$ cat src/rtl/zx_video_sequencer_pkg.sv
// Shared raster geometry, fetch phases and VRAM address helpers for the
// Pentagon-style video sequencer.
package zx_video_pkg;

    localparam int H_TOTAL  = 448;
    localparam int V_TOTAL  = 320;
    localparam int INT_LINE = 239;
    localparam int INT_LEN  = 32;

    localparam logic [8:0] H_FETCH_END = 9'd256;
    localparam logic [8:0] V_FETCH_END = 9'd192;
    localparam logic [8:0] H_PAPER_BEG = 9'd8;
    localparam logic [8:0] H_PAPER_END = 9'd263;
    localparam logic [8:0] V_PAPER_END = 9'd191;
    localparam logic [8:0] H_BLANK_BEG = 9'd320;
    localparam logic [8:0] H_BLANK_END = 9'd415;
    localparam logic [8:0] V_BLANK_BEG = 9'd240;
    localparam logic [8:0] V_BLANK_END = 9'd255;
    localparam logic [8:0] H_SYNC_BEG  = 9'd336;
    localparam logic [8:0] H_SYNC_END  = 9'd367;
    localparam logic [8:0] V_SYNC_BEG  = 9'd240;
    localparam logic [8:0] V_SYNC_END  = 9'd243;
    localparam logic [8:0] H_INT_BEG   = 9'd320;

    localparam logic [2:0] P_PIX  = 3'd2;
    localparam logic [2:0] P_ATTR = 3'd4;
    localparam logic [2:0] P_LOAD = 3'd7;

    localparam logic [3:0] ATTR_BASE = 4'b0110;

    typedef enum logic [1:0] {
        SLOT_IDLE,
        SLOT_PIX,
        SLOT_ATTR,
        SLOT_LOAD
    } slot_e;

    // Each 8-clock column: two pixel cycles, two attribute cycles, then the load.
    function automatic slot_e slot_of(input logic [2:0] p);
        slot_e s;
        s = SLOT_IDLE;
        if (p == P_PIX || p == P_PIX + 3'd1) begin
            s = SLOT_PIX;
        end else if (p == P_ATTR || p == P_ATTR + 3'd1) begin
            s = SLOT_ATTR;
        end else if (p == P_LOAD) begin
            s = SLOT_LOAD;
        end
        return s;
    endfunction

    function automatic logic [13:0] pix_addr(input logic [7:0] y, input logic [4:0] x);
        return {1'b0, y[7:6], y[2:0], y[5:3], x};
    endfunction

    function automatic logic [13:0] attr_addr(input logic [4:0] row, input logic [4:0] x);
        return {ATTR_BASE, row, x};
    endfunction

endpackage

$ cat src/rtl/zx_video_sequencer_if.sv
// Video RAM port, fetch strobes and raster outputs of the sequencer.
interface zx_video_sequencer_if;
    logic        cpu_req;
    logic [13:0] va;
    logic        vrd;
    logic        cpu_gnt;
    logic        pix_stb;
    logic        attr_stb;
    logic        load;
    logic        border;
    logic        bl;
    logic        hsync;
    logic        vsync;
    logic        intr;
    logic        flash;

    modport master (
        input  cpu_req,
        output va, vrd, cpu_gnt, pix_stb, attr_stb, load,
        output border, bl, hsync, vsync, intr, flash
    );

    modport slave (
        output cpu_req,
        input  va, vrd, cpu_gnt, pix_stb, attr_stb, load,
        input  border, bl, hsync, vsync, intr, flash
    );
endinterface

$ cat src/rtl/zx_video_sequencer_raster_counter.sv
// Horizontal/vertical/frame counters; exposes next-cycle positions so the
// top can register every output aligned with the counter value.
module zx_raster_counter #(
    parameter int H_TOTAL = zx_video_pkg::H_TOTAL,
    parameter int V_TOTAL = zx_video_pkg::V_TOTAL
) (
    input  logic       clk_i,
    input  logic       rst_i,
    output logic [8:0] hcnt_next_o,
    output logic [8:0] vcnt_next_o,
    output logic       flash_next_o
);
    logic [8:0] hcnt_q, hcnt_d;
    logic [8:0] vcnt_q, vcnt_d;
    logic [4:0] fcnt_q, fcnt_d;
    logic       h_wrap, v_wrap;

    always_comb begin
        h_wrap = (hcnt_q == 9'(H_TOTAL - 1));
        v_wrap = h_wrap && (vcnt_q == 9'(V_TOTAL - 1));
        hcnt_d = h_wrap ? 9'd0 : hcnt_q + 9'd1;
        vcnt_d = vcnt_q;
        if (h_wrap) begin
            vcnt_d = v_wrap ? 9'd0 : vcnt_q + 9'd1;
        end
        fcnt_d = v_wrap ? fcnt_q + 5'd1 : fcnt_q;
    end

    always_ff @(posedge clk_i or posedge rst_i) begin
        if (rst_i) begin
            hcnt_q <= '0;
            vcnt_q <= '0;
            fcnt_q <= '0;
        end else begin
            hcnt_q <= hcnt_d;
            vcnt_q <= vcnt_d;
            fcnt_q <= fcnt_d;
        end
    end

    assign hcnt_next_o  = hcnt_d;
    assign vcnt_next_o  = vcnt_d;
    assign flash_next_o = fcnt_d[4];
endmodule

$ cat src/rtl/zx_video_sequencer.sv
// Raster timing, video fetch sequencing and VRAM arbitration; every output
// is a flop loaded from the decode of the next counter position.
module zx_video_sequencer #(
    parameter int H_TOTAL  = zx_video_pkg::H_TOTAL,
    parameter int V_TOTAL  = zx_video_pkg::V_TOTAL,
    parameter int INT_LINE = zx_video_pkg::INT_LINE,
    parameter int INT_LEN  = zx_video_pkg::INT_LEN
) (
    input  logic                        clk_i,
    input  logic                        rst_i,
    zx_video_sequencer_if.master        vid
);
    import zx_video_pkg::*;

    localparam logic [8:0] H_INT_END = 9'(int'(H_INT_BEG) + INT_LEN - 1);

    logic [8:0]  hcnt_d, vcnt_d;
    logic        flash_d;
    slot_e       slot;
    logic [13:0] va_d, va_q;
    logic        vrd_d, vrd_q;
    logic        gnt_d, gnt_q;
    logic        pix_d, pix_q;
    logic        attr_d, attr_q;
    logic        load_d, load_q;
    logic        border_d, border_q;
    logic        bl_d, bl_q;
    logic        hsync_d, hsync_q;
    logic        vsync_d, vsync_q;
    logic        int_d, int_q;
    logic        flash_q;

    zx_raster_counter #(
        .H_TOTAL (H_TOTAL),
        .V_TOTAL (V_TOTAL)
    ) u_raster (
        .clk_i        (clk_i),
        .rst_i        (rst_i),
        .hcnt_next_o  (hcnt_d),
        .vcnt_next_o  (vcnt_d),
        .flash_next_o (flash_d)
    );

    always_comb begin
        slot   = SLOT_IDLE;
        va_d   = '0;
        vrd_d  = 1'b0;
        pix_d  = 1'b0;
        attr_d = 1'b0;
        load_d = 1'b0;
        if (vcnt_d < V_FETCH_END && hcnt_d < H_FETCH_END) begin
            slot = slot_of(hcnt_d[2:0]);
        end
        case (slot)
            SLOT_PIX: begin
                vrd_d = 1'b1;
                va_d  = pix_addr(vcnt_d[7:0], hcnt_d[7:3]);
                pix_d = (hcnt_d[2:0] == P_PIX + 3'd1);
            end
            SLOT_ATTR: begin
                vrd_d  = 1'b1;
                va_d   = attr_addr(vcnt_d[7:3], hcnt_d[7:3]);
                attr_d = (hcnt_d[2:0] == P_ATTR + 3'd1);
            end
            SLOT_LOAD: load_d = 1'b1;
            default: ;
        endcase

        // The CPU only gets cycles the video fetch leaves untouched.
        gnt_d    = vid.cpu_req & ~vrd_d;
        border_d = !((hcnt_d >= H_PAPER_BEG) && (hcnt_d <= H_PAPER_END) &&
                     (vcnt_d <= V_PAPER_END));
        bl_d     = ((hcnt_d >= H_BLANK_BEG) && (hcnt_d <= H_BLANK_END)) ||
                   ((vcnt_d >= V_BLANK_BEG) && (vcnt_d <= V_BLANK_END));
        hsync_d  = (hcnt_d >= H_SYNC_BEG) && (hcnt_d <= H_SYNC_END);
        vsync_d  = (vcnt_d >= V_SYNC_BEG) && (vcnt_d <= V_SYNC_END);
        int_d    = (vcnt_d == 9'(INT_LINE)) && (hcnt_d >= H_INT_BEG) &&
                   (hcnt_d <= H_INT_END);
    end

    always_ff @(posedge clk_i or posedge rst_i) begin
        if (rst_i) begin
            va_q     <= '0;
            vrd_q    <= 1'b0;
            gnt_q    <= 1'b0;
            pix_q    <= 1'b0;
            attr_q   <= 1'b0;
            load_q   <= 1'b0;
            border_q <= 1'b1;
            bl_q     <= 1'b0;
            hsync_q  <= 1'b0;
            vsync_q  <= 1'b0;
            int_q    <= 1'b0;
            flash_q  <= 1'b0;
        end else begin
            va_q     <= va_d;
            vrd_q    <= vrd_d;
            gnt_q    <= gnt_d;
            pix_q    <= pix_d;
            attr_q   <= attr_d;
            load_q   <= load_d;
            border_q <= border_d;
            bl_q     <= bl_d;
            hsync_q  <= hsync_d;
            vsync_q  <= vsync_d;
            int_q    <= int_d;
            flash_q  <= flash_d;
        end
    end

    assign vid.va       = va_q;
    assign vid.vrd      = vrd_q;
    assign vid.cpu_gnt  = gnt_q;
    assign vid.pix_stb  = pix_q;
    assign vid.attr_stb = attr_q;
    assign vid.load     = load_q;
    assign vid.border   = border_q;
    assign vid.bl       = bl_q;
    assign vid.hsync    = hsync_q;
    assign vid.vsync    = vsync_q;
    assign vid.intr     = int_q;
    assign vid.flash    = flash_q;
endmodule

$ cat src/flat_wrapper.sv
// flat-port wrapper written by rule: the top's interface ports become plain ports
module zx_video_sequencer_flat import zx_video_pkg::*;
#(
    parameter int H_TOTAL  = zx_video_pkg::H_TOTAL,
    parameter int V_TOTAL  = zx_video_pkg::V_TOTAL,
    parameter int INT_LINE = zx_video_pkg::INT_LINE,
    parameter int INT_LEN  = zx_video_pkg::INT_LEN
)
  (clk_i, rst_i, vid_cpu_req, vid_va, vid_vrd, vid_cpu_gnt, vid_pix_stb, vid_attr_stb, vid_load, vid_border, vid_bl, vid_hsync, vid_vsync, vid_intr, vid_flash);
  zx_video_sequencer_if vid_i ();
  input  logic clk_i;
  input  logic rst_i;
  input wire logic [$bits(vid_i.cpu_req)-1:0] vid_cpu_req;
  output wire logic [$bits(vid_i.va)-1:0] vid_va;
  output wire logic [$bits(vid_i.vrd)-1:0] vid_vrd;
  output wire logic [$bits(vid_i.cpu_gnt)-1:0] vid_cpu_gnt;
  output wire logic [$bits(vid_i.pix_stb)-1:0] vid_pix_stb;
  output wire logic [$bits(vid_i.attr_stb)-1:0] vid_attr_stb;
  output wire logic [$bits(vid_i.load)-1:0] vid_load;
  output wire logic [$bits(vid_i.border)-1:0] vid_border;
  output wire logic [$bits(vid_i.bl)-1:0] vid_bl;
  output wire logic [$bits(vid_i.hsync)-1:0] vid_hsync;
  output wire logic [$bits(vid_i.vsync)-1:0] vid_vsync;
  output wire logic [$bits(vid_i.intr)-1:0] vid_intr;
  output wire logic [$bits(vid_i.flash)-1:0] vid_flash;
  assign vid_i.cpu_req = vid_cpu_req;
  assign vid_va = vid_i.va;
  assign vid_vrd = vid_i.vrd;
  assign vid_cpu_gnt = vid_i.cpu_gnt;
  assign vid_pix_stb = vid_i.pix_stb;
  assign vid_attr_stb = vid_i.attr_stb;
  assign vid_load = vid_i.load;
  assign vid_border = vid_i.border;
  assign vid_bl = vid_i.bl;
  assign vid_hsync = vid_i.hsync;
  assign vid_vsync = vid_i.vsync;
  assign vid_intr = vid_i.intr;
  assign vid_flash = vid_i.flash;
  zx_video_sequencer #(.H_TOTAL(H_TOTAL), .V_TOTAL(V_TOTAL), .INT_LINE(INT_LINE), .INT_LEN(INT_LEN)) u_core (.clk_i(clk_i), .rst_i(rst_i), .vid(vid_i));
endmodule
$ cat config.mk
export PLATFORM = sky130hd
export DESIGN_NAME = zx_video_sequencer_flat
export DESIGN_NICKNAME = d
export VERILOG_FILES = /design/src/rtl/zx_video_sequencer_pkg.sv /design/src/rtl/zx_video_sequencer_if.sv /design/src/rtl/zx_video_sequencer_raster_counter.sv /design/src/rtl/zx_video_sequencer.sv /design/src/flat_wrapper.sv
export SDC_FILE = /design/constraint.sdc
export NUM_CORES = 1
export LEC_CHECK = 0
export CAP_MARGIN = 20
export CORE_MARGIN = 4
export CORE_UTILIZATION = 35
export DETAILED_ROUTE_END_ITERATION = 8
export HOLD_SLACK_MARGIN = 0.03
export PLACE_DENSITY = 0.59
export SYNTH_ARGS = -nofsm -noshare
export SYNTH_HDL_FRONTEND = slang
export SYNTH_SLANG_ARGS = --single-unit
export TNS_END_PERCENT = 10
$ cat constraint.sdc
create_clock -name clk_i -period 4.5 [get_ports clk_i]
set_clock_uncertainty 0.1 [all_clocks]
set_input_delay 0.675 -clock clk_i [delete_from_list [all_inputs] [get_ports clk_i]]
set_output_delay 0.675 -clock clk_i [all_outputs]
set_load 0.02 [all_outputs]
==> impl.org, run 1 <==
** STA
- The worst path in the final design needs a cycle of 3.69 ns, including I/O delays and setup.
- Setup TNS :: 0 ns
- Of the available clock period, the critical path in the final layout requires 82.1%.
- Highest achievable clock rate :: 271 MHz
- Worst hold slack across all endpoints :: 0.375 ns
- RSZ-0062 raised after global routing :: false
- Setup violations remaining at the end of the flow were counted as 0.
- The number of hold violations in the final report was 0.
- Relative slew slack :: between 50% and 60%
- Setup ws final :: 0.807 ns
- Worst-Margin Slew :: 0.738 ns
- The number of slew-limit violations in the final report came to 0.

** Critical path
- STA classifies the critical path endpoint as a flop.
- Worst EP required :: around 4.6 ns
- In this design, the stage delay of the slowest critical-path cell is 0.66 ns.
- The most numerous cell type found on the critical path is sky130_fd_sc_hd__ha_1.
- Traced cell by cell, the critical path runs through ha_1, nand4_4, or4_1, o21a_1, a311o_1, nor2_2, o311a_1, ha_1, inv_1, o21ai_1, buf_4, nor3_1.
- The worst setup path is launched from a flop.
- Worst endpoint data arrival time :: 3.79 ns
- In this run the worst path has a maximum fanout of 11.
- The worst setup path is of the reg -> reg kind.
- Cell with the biggest individual delay on the critical path :: sky130_fd_sc_hd__or4_1

** Route
- First-iteration detailed-routing DRC count :: 162
- In this run the remaining antenna-violating nets after routing total 0.
- The first detailed-routing pass took 4 iterations.
- DRC violations left :: 0
- The routed layout has 1939 vias.
- The routed design has 5.37 mm of wire.
- Detail-routed net length per standard cell :: 14.4 microns
- DR vias/cell :: about 5.2

** Pwr
- Clock group share of total power :: between 30% and 40%
- Power share of the combinational group :: 2.0%
- Of the total power, the share spent switching nets is roughly a fifth.
- The completed layout was analyzed and its total power is 0.684 mW.
- Net switching power figure :: 0.143 mW
- Power density cells :: ~230 nW/um^2
- Sequential group share of total power :: 60.4%
- Highest ir drop seen on vdd :: 0.000109 V
- Cell internal power was estimated by the tool at 0.541 mW.
- Static leakage :: 1.31 nW

** Place
- Placed Area :: 2810 sq um
- Weighted congestion reported at the end of routability-driven placement :: 0.897
- Placed Instances :: around 360
- Port buffering added 26 buffers.
- Place WS :: 0.830 ns
- Detailed placement finished with a half-perimeter wire length of approximately 3.9 mm.

** Global route
- GRT met1 Usage :: 19.0%
- The first global-routing pass estimated 9.02 mm of wire.
- For met2 alone, demand over resource in global routing was 19.1%.
- Routing usage on met3 :: 3.38%
- The number of antenna violations at the first check in global routing was 0.
- Across every metal layer, demand over resource in global routing totals 13.1%.
- GR Overflow Total :: 0
- Entering global routing, the biggest net connects 47 pins.
- The global routing stage identified its most utilized layer as met2.
- Via count of the first global-routing pass :: 1773

** Cells and area
- Final design area excluding fillers :: 2920 sq um
- Antenna diode count :: 0
- At the end of the flow the core is filled with cells to 42.0%.
- Filler cells :: 687
- Compared with the post-synthesis result, the final layout area differs by 14.5%.
- Count of non-filler cells in the finished layout :: 373
- Of the cells placed in the final design, the portion with a size suffix greater than 1 is 8.30%.
- # nets final :: 289

** Outcome
- Status :: completed

** Floorplanning
- The initialized floorplan defines 30 standard-cell rows.
- The die covers 8720 sq um.
- The core region is 6940 sq um.
- Die W :: 93.4 microns
- Top-level I/O count :: 28
- Measured along the y axis, the die boundary spans 93.4 microns.
- For this configuration, the core starts out at a cell density of 36.7%.

** Synthesis
- After synthesis, flip-flops and latches occupy ~45% of the total area.
- The commonest cells after synthesis are sky130_fd_sc_hd__dfrtp_1, sky130_fd_sc_hd__nand2_1, sky130_fd_sc_hd__nor2_1, sky130_fd_sc_hd__xnor2_1.
- Async set or reset register ratio after synthesis :: 100%
- Syn Area/Cell :: 10.0 sq um
- Top-count cell post-synth :: sky130_fd_sc_hd__dfrtp_1
- Counting flops and latches in the post-synthesis netlist gives 46.
- sky130_fd_sc_hd__dfrtp_1 takes more of the synthesized area than any other cell.
- Of the post-synthesis cell area, the dominant cell type holds 44.2%.
- Number of cells produced by synthesis :: 254
- In the synthesized netlist the dominant register cell turns out to be sky130_fd_sc_hd__dfrtp_1.
- Top area cells in the synthesized netlist :: sky130_fd_sc_hd__dfrtp_1, sky130_fd_sc_hd__ha_1, sky130_fd_sc_hd__xnor2_1
- Number of unique standard cell types used by synthesis :: 63
- Post-Syn Area :: roughly 2500 sq um
- The Yosys step of the flow raised 0 warnings.
- Yosys mapped a number of flops with a built-in enable equal to 0.
- The number of nets in the synthesized netlist is 267.

** Hold path
- The worst hold path belongs to the class reg -> reg.

** Clocking
- For the worst-skew pair, the clock arrives at the later sink with an insertion delay of roughly 0.3 ns.
- The number of gates resized after CTS was 0.
- Total number of clock tree sinks :: 46
- The H-tree was split into 2 levels.
- Clock buffer depth :: 2
- TritonCTS built the clock tree.
- Cell at the root of the clock tree :: sky130_fd_sc_hd__clkbuf_8
- Clock-pin slew was measured on the worst setup and hold paths at 0.08 ns.
- Post-CTS setup buffer count :: 0
- Number of buffers inserted by hold repair at cts :: 0
- Clock tree synthesis inserted a total of 5 buffers.

** Flow run
- Number of max-cap violations :: 0
-- kinds of logic (layout without fill, tap and decap cells) --
logic type                 after synthesis  after routing  synth area share [%]
and+or+nand+nor                        111            111                  24.6
DFF                                     46             46                  45.2
AOI/OAI and AO/OA                       45             45                  12.1
buffers and inverters                   22             45                  6.43
xor gates and xnor gates                17             17                  5.84
adders and majority gates               10             10                  4.91
muxes                                    2              2                 0.834
other                                    1              1                 0.147
-- flip-flops by register name, summed over array words and instances (netlist names) --
signal,count
u_core.vid.va,13
u_core.u_raster.hcnt_q,9
u_core.u_raster.vcnt_q,9
u_core.u_raster.fcnt_q,5
u_core.vid.attr_stb,1
u_core.vid.bl,1
u_core.vid.border,1
u_core.vid.cpu_gnt,1
u_core.vid.hsync,1
u_core.vid.intr,1
u_core.vid.load,1
u_core.vid.pix_stb,1
u_core.vid.vrd,1
u_core.vid.vsync,1
-- power by group through the flow --
stage	sequential [mW]	clock (mW)	combinational, mW
6_report	0.413	0.257	0.0139
5_1_grt	0.414	0.285	0.0162
4_1_cts	0.414	0.270	0.0126
3_5_place_dp	0.422	0	0.0125
3_3_place_gp	0.422	0	0.0126
2_1_floorplan	0.422	0	0.00744
-- final timing paths --
path,from,to,slack (ns),cells after the start
hold reg to reg,u_core.u_raster.fcnt_q[3]$_DFFE_PP0P_,u_core.u_raster.fcnt_q[3]$_DFFE_PP0P_,0.38,1
min in group asynchronous,rst_i,u_core.u_raster.hcnt_q[6]$_DFF_PP0_,0.61,2
hold / removal,u_core.u_raster.fcnt_q[3]$_DFFE_PP0P_,u_core.u_raster.fcnt_q[3]$_DFFE_PP0P_,0.38,1
max in group asynchronous,rst_i,u_core.u_raster.vcnt_q[0]$_DFF_PP0_,3.20,3
setup / recovery,u_core.u_raster.hcnt_q[0]$_DFF_PP0_,u_core.vid.va[7]$_DFF_PP0_,0.81,12
setup reg to reg,u_core.u_raster.hcnt_q[0]$_DFF_PP0_,u_core.vid.va[7]$_DFF_PP0_,0.81,12
-- critical path, delay by kind of cell, from the launching register on --
family                   cells  cell delay [ns]
AO/OA/AOI/OAI                4             0.77
buffers and inverters        2             0.29
adder cells (fa/ha/maj)      2             0.67
flip-flops                   1             0.51
AND/OR/NAND/NOR              4             1.25
-- area by class of cell --
cell class,instances,area [sq um],area share [%]
Timing Repair Buffer,28,288,9.86
Tap cell,96,120,4.11
Clock inverter,1,5.00,0.171
Inverter,9,33.8,1.16
Multi-Input combinational cell,186,1230,42.3
Sequential cell,46,1150,39.5
Clock buffer,7,86.3,2.96
-- cells in the final DEF (no fill, tap or decap), types with 2 or more instances in the layout --
cell,n
sky130_fd_sc_hd__dfrtp_1,45
sky130_fd_sc_hd__clkdlybuf4s50_1,26
sky130_fd_sc_hd__nand2_1,25
sky130_fd_sc_hd__nor2_1,15
sky130_fd_sc_hd__xnor2_1,11
sky130_fd_sc_hd__nand3_1,10
sky130_fd_sc_hd__ha_1,10
sky130_fd_sc_hd__o21ai_0,9
sky130_fd_sc_hd__nor3_1,9
sky130_fd_sc_hd__inv_1,8
sky130_fd_sc_hd__a21oi_1,8
sky130_fd_sc_hd__and3_1,7
sky130_fd_sc_hd__xor2_1,6
sky130_fd_sc_hd__nand4_1,6
sky130_fd_sc_hd__clkbuf_8,6
sky130_fd_sc_hd__nand3b_1,5
sky130_fd_sc_hd__or3_1,5
sky130_fd_sc_hd__and2_1,4
sky130_fd_sc_hd__a31oi_1,4
sky130_fd_sc_hd__nor4_1,3
sky130_fd_sc_hd__o311a_1,3
sky130_fd_sc_hd__a211oi_1,3
sky130_fd_sc_hd__and4_2,2
sky130_fd_sc_hd__and4_1,2
sky130_fd_sc_hd__nor2_2,2
sky130_fd_sc_hd__o21a_1,2
sky130_fd_sc_hd__nor2b_1,2
sky130_fd_sc_hd__nor3b_1,2
sky130_fd_sc_hd__a22oi_1,2
sky130_fd_sc_hd__o21bai_1,2
-- routing by layer --
layer  vias up  wire, microns
met4         0             41
li1        948              -
met1       931           2660
met2        56           2320
met5         -              0
met3         4            353
Note: power is estimated with default switching activity, not from simulation.
==> inputs of run 2 (changes only) <==
Settings changed: PLACE_DENSITY 0.59 to 0.61.
Clock period 4.5 ns to 3.3 ns, I/O delays scaled along.
==> run 2 against run 1 <==
Compared with the run above:
- total power rose by 58%
- flip-flop and latch count stayed put
- cell area up 6.1%
- register-to-register slack worse by 0.54 ns
- final cell count up 4.6%
- critical path depth fell by 1
- non-clock buffer count grew 17
- critical endpoint is now u_core.vid.va[3]$_DFF_PP0_
- largest power group unchanged
==> impl.org, run 2 (synthesis results as in run 1) <==
** Outcome
- The run finished with clean final reports.

** Route
- DRC violations left :: 0 (unchanged)
- Via count :: 2016 (+4.0%)
- DR vias/cell :: 5.17 (-0.56%)
- The number of DRC markers in iteration 0 was 156 (-3.7%).
- The final antenna-violating net count was 0 (unchanged).
- Detail-routed net length per standard cell :: 14.7 microns (+2.3%)
- Total wirelength of the detailed-routed design :: 5.75 mm (+7.0%)
- The total iterations of the first detailed-routing run came to 4 (unchanged).

** Clocking
- CTS clock-pin slew for the worst setup and hold paths :: 0.09 ns (about the same)
- The number of buffers added to fix hold violations after cts is 0 (unchanged).
- The H-tree depth reported by CTS was 2 (unchanged).
- The total setup buffers inserted after CTS came to 0 (unchanged).
- Cell at the root of the clock tree :: sky130_fd_sc_hd__clkbuf_8
- Worst-Skew Late Latency :: 0.29 ns (about the same)
- Clock buffer depth :: 2 (unchanged)
- The number of clock sinks is 46 (unchanged).
- TritonCTS clock tree :: done
- Number of buffers created by CTS :: 5 (unchanged)

** STA
- Final slew viol count :: 0 (unchanged)
- The post-route minimum period came to 3.04 ns (-0.658 ns).
- The final critical-path share of the clock period came to 92.0% (+9.9 points).
- Worst hold slack across all endpoints :: 0.371 ns (-0.00473 ns)
- The number of endpoints failing setup at the final stage is 0 (unchanged).
- The highest achievable clock rate is 329 MHz (+22%).
- The number of hold violations in the final report was 0 (unchanged).
- RSZ-0062 raised after global routing :: false
- Relative slew slack :: 39.2% (-12 points)
- The slew of the pin with the lowest slew margin came to 0.911 ns (+0.173 ns).
- The final setup TNS was 0 ns (unchanged).

** Pwr
- Power share of the combinational group :: 1.4% (-0.6 points)
- The power per cell area came to 349 nW/um^2 (+49%).
- Static leakage :: 1.41 nW (+7.9%)
- The relative contribution of the clock network to total power was 46.5% (+8.9 points).
- The cell-internal power came to 0.890 mW (+64%).
- Sequential group share of total power :: 52.1% (-8.3 points)
- Switching part of the total :: 17.8% (-3.1 points)
- Net switching power figure :: 0.193 mW (+35%)
- Highest ir drop seen on vdd :: 0.000202 V (+86%)

** Cells and area
- # nets final :: 306 (+5.9%)
- The final antenna diode count is 0 (unchanged).
- Ratio of cells with drive above 1 in the final layout :: 15.0% (+6.7 points)
- Most common cell after layout, fill and taps aside :: sky130_fd_sc_hd__dfrtp_1
- The filler cell count is 678 (-1.3%).
- Compared with the post-synthesis result, the final layout area differs by 21.5%.
- Commonest cells after routing, fill and taps aside :: sky130_fd_sc_hd__dfrtp_1, sky130_fd_sc_hd__clkdlybuf4s50_1, sky130_fd_sc_hd__nand2_1, sky130_fd_sc_hd__buf_4, sky130_fd_sc_hd__nor2_1
- Register area :: 1150 sq um (+0.11%)
- The number of flip-flops in the largest register is 13 (unchanged).
- The footprint of the multi-input gates is 1240 sq um (+0.91%).

** Floorplanning
- The area of the core was 6940 sq um (unchanged).
- The area of the die was 8720 sq um (unchanged).
- Count of standard-cell rows :: 30 (unchanged)
- Top-level I/O count :: 28 (unchanged)
- The effective utilization at floorplan came to 36.7% (unchanged).
- The floorplan die height was 93.4 microns (unchanged).
- The horizontal die dimension came to 93.4 microns (unchanged).

** Critical path
- Critical path depth :: 11 (-1)
- Setup Crit Path Kind :: reg -> reg
- In this run the worst setup path begins at u_core.u_raster.hcnt_q[0]$_DFF_PP0_.
- The number of cells on the worst reg-to-reg path came to 11 (-1).
- Reg2reg end :: u_core.vid.va[3]$_DFF_PP0_
- The data required time of the worst path is 3.40 ns (-1.20 ns).
- Origin of the critical flop-to-flop path :: u_core.u_raster.hcnt_q[0]$_DFF_PP0_
- The delay of the slowest cell on the worst path was 0.53 ns (-0.13 ns).
- The worst setup slack for register-to-register paths was 0.26 ns (-0.54 ns).
- The worst endpoint data arrival time was 3.14 ns (-0.65 ns).
- Series of cell instances along the critical path :: ha_1, nand4_4, or4_1, o21a_1, a311o_1, nor2_2, o311a_1, ha_1, inv_1, o21ai_2, nor3_1
- Among the stages of the critical path, the cell type that occurs most often is sky130_fd_sc_hd__ha_1.
- Critical path capture point type :: flop
- The slowest stage of the critical path belongs to the cell sky130_fd_sc_hd__or4_1.
- Sort of element at the start of the critical path :: flop
- The most critical setup path has its endpoint at u_core.vid.va[3]$_DFF_PP0_.
- The number of buffers and inverters on the critical path is 1 (-1).
- The largest fanout of any net on the critical path came to 8 (-3).
- Cell family contributing the most delay on the critical path :: simple AND/OR/NAND/NOR gates

** Place
- Weighted congestion reported at the end of routability-driven placement :: 0.894 (-0.33%)
- HPWL after DPL :: 4.28 mm (+11%)
- The count of input and output buffers is 26 (unchanged).

** Hold path
- The min-delay analysis places its worst path in the category reg -> reg.
- Worst hold stages :: 1 (unchanged)

** Global route
- The total congestion overflow after global routing was 0 (unchanged).
- The number of antenna violations at the first check in global routing was 0 (unchanged).
- The global routing usage summed across all routing layers is 14.1% (+0.98 points).
- The largest net degree at the start of global routing is 47 (unchanged).
- The first-pass GRT wire length is 9.76 mm (+8.2%).
- Via count of the first global-routing pass :: 2007 (+13%)

** Flow run
- The count of maximum capacitance violations came to 0 (unchanged).
[run 2: changes by cell type in the layout (fill, tap and decap cells not counted)]
cell and delta:
sky130_fd_sc_hd__buf_12 -1, sky130_fd_sc_hd__dfrtp_2 +1, sky130_fd_sc_hd__o21ai_2 +1, sky130_fd_sc_hd__o41ai_2 +1
sky130_fd_sc_hd__clkinv_2 -1, sky130_fd_sc_hd__o21ai_1 -1, sky130_fd_sc_hd__bufinv_16 +2, sky130_fd_sc_hd__clkbuf_1 -1
sky130_fd_sc_hd__dfrtp_1 -1, sky130_fd_sc_hd__buf_4 +18, sky130_fd_sc_hd__o41ai_1 -1
[run 2: how the worst min path moves through the flow]
stage,from,to
final,u_core.u_raster.fcnt_q[4]$_DFFE_PP0P_,u_core.u_raster.fcnt_q[4]$_DFFE_PP0P_
after global routing,u_core.u_raster.fcnt_q[3]$_DFFE_PP0P_,u_core.u_raster.fcnt_q[3]$_DFFE_PP0P_
after CTS,u_core.u_raster.fcnt_q[4]$_DFFE_PP0P_,u_core.u_raster.fcnt_q[4]$_DFFE_PP0P_
after detailed placement,u_core.u_raster.fcnt_q[4]$_DFFE_PP0P_,u_core.u_raster.fcnt_q[4]$_DFFE_PP0P_
after global placement,u_core.u_raster.fcnt_q[4]$_DFFE_PP0P_,u_core.u_raster.fcnt_q[4]$_DFFE_PP0P_
after floorplan,u_core.u_raster.fcnt_q[3]$_DFFE_PP0P_,u_core.u_raster.fcnt_q[3]$_DFFE_PP0P_
[run 2: layout make-up]
class,instances,area share [%]
multi-input cells,186,40.2
flip-flops and latches,46,37.2
repair buffers,45,13.0
well taps,96,3.88
clock buffers,6,2.67
clock inverters,2,1.94
inverters,9,1.09
[run 2: stage by stage]
step / setup slack (ns) / instance area [sq um] / instances / power [mW] / util (%)
4_1_cts: 0.0676 / 3090 / 390 / 1.10 / 44.4
2_1_floorplan: 0.0276 / 2550 / 254 / 0.586 / -
6_report: 0.264 / 3100 / 390 / 1.08 / 44.6
5_1_grt: 0.0299 / 3100 / 390 / 1.13 / 44.6
3_5_place_dp: 0.0930 / 2940 / 382 / 0.592 / 42.4
3_3_place_gp: 0.170 / 2940 / 382 / 0.592 / 42.4
[run 2: power groups by stage]
stage / logic (mW) / clock network, mW / registers [mW]
6_report: 0.0157 / 0.503 / 0.564
5_1_grt: 0.0188 / 0.545 / 0.564
4_1_cts: 0.0169 / 0.519 / 0.564
3_5_place_dp: 0.0169 / 0 / 0.575
3_3_place_gp: 0.0168 / 0 / 0.575
2_1_floorplan: 0.0101 / 0 / 0.576
[run 2: timing repair]
item / in CTS / in global routing
gates resized for setup: 0 / 3
endpoints found under the hold margin: 0 / 0
endpoints found under the setup margin: 0 / 8
[run 2: layer usage]
| metal | track usage, % | part of all wire, % | wire (microns) | vias up |
|---|---|---|---|---|
| met4 | 4.76 | 1.1 | 61 | 0 |
| met3 | 2.90 | 6.1 | 349 | 6 |
| met1 | 19.6 | 47 | 2680 | 960 |
| li1 | - | - | - | 985 |
| met2 | 21.8 | 46 | 2660 | 65 |
| met5 | 0 | 0 | 0 | - |
==> inputs of run 3 (changes only) <==
Settings changed: HOLD_SLACK_MARGIN 0.03 to 0.15.
==> results of run 3 <==
Same layout as run 2: the final DEF is identical, and so are final timing and power.
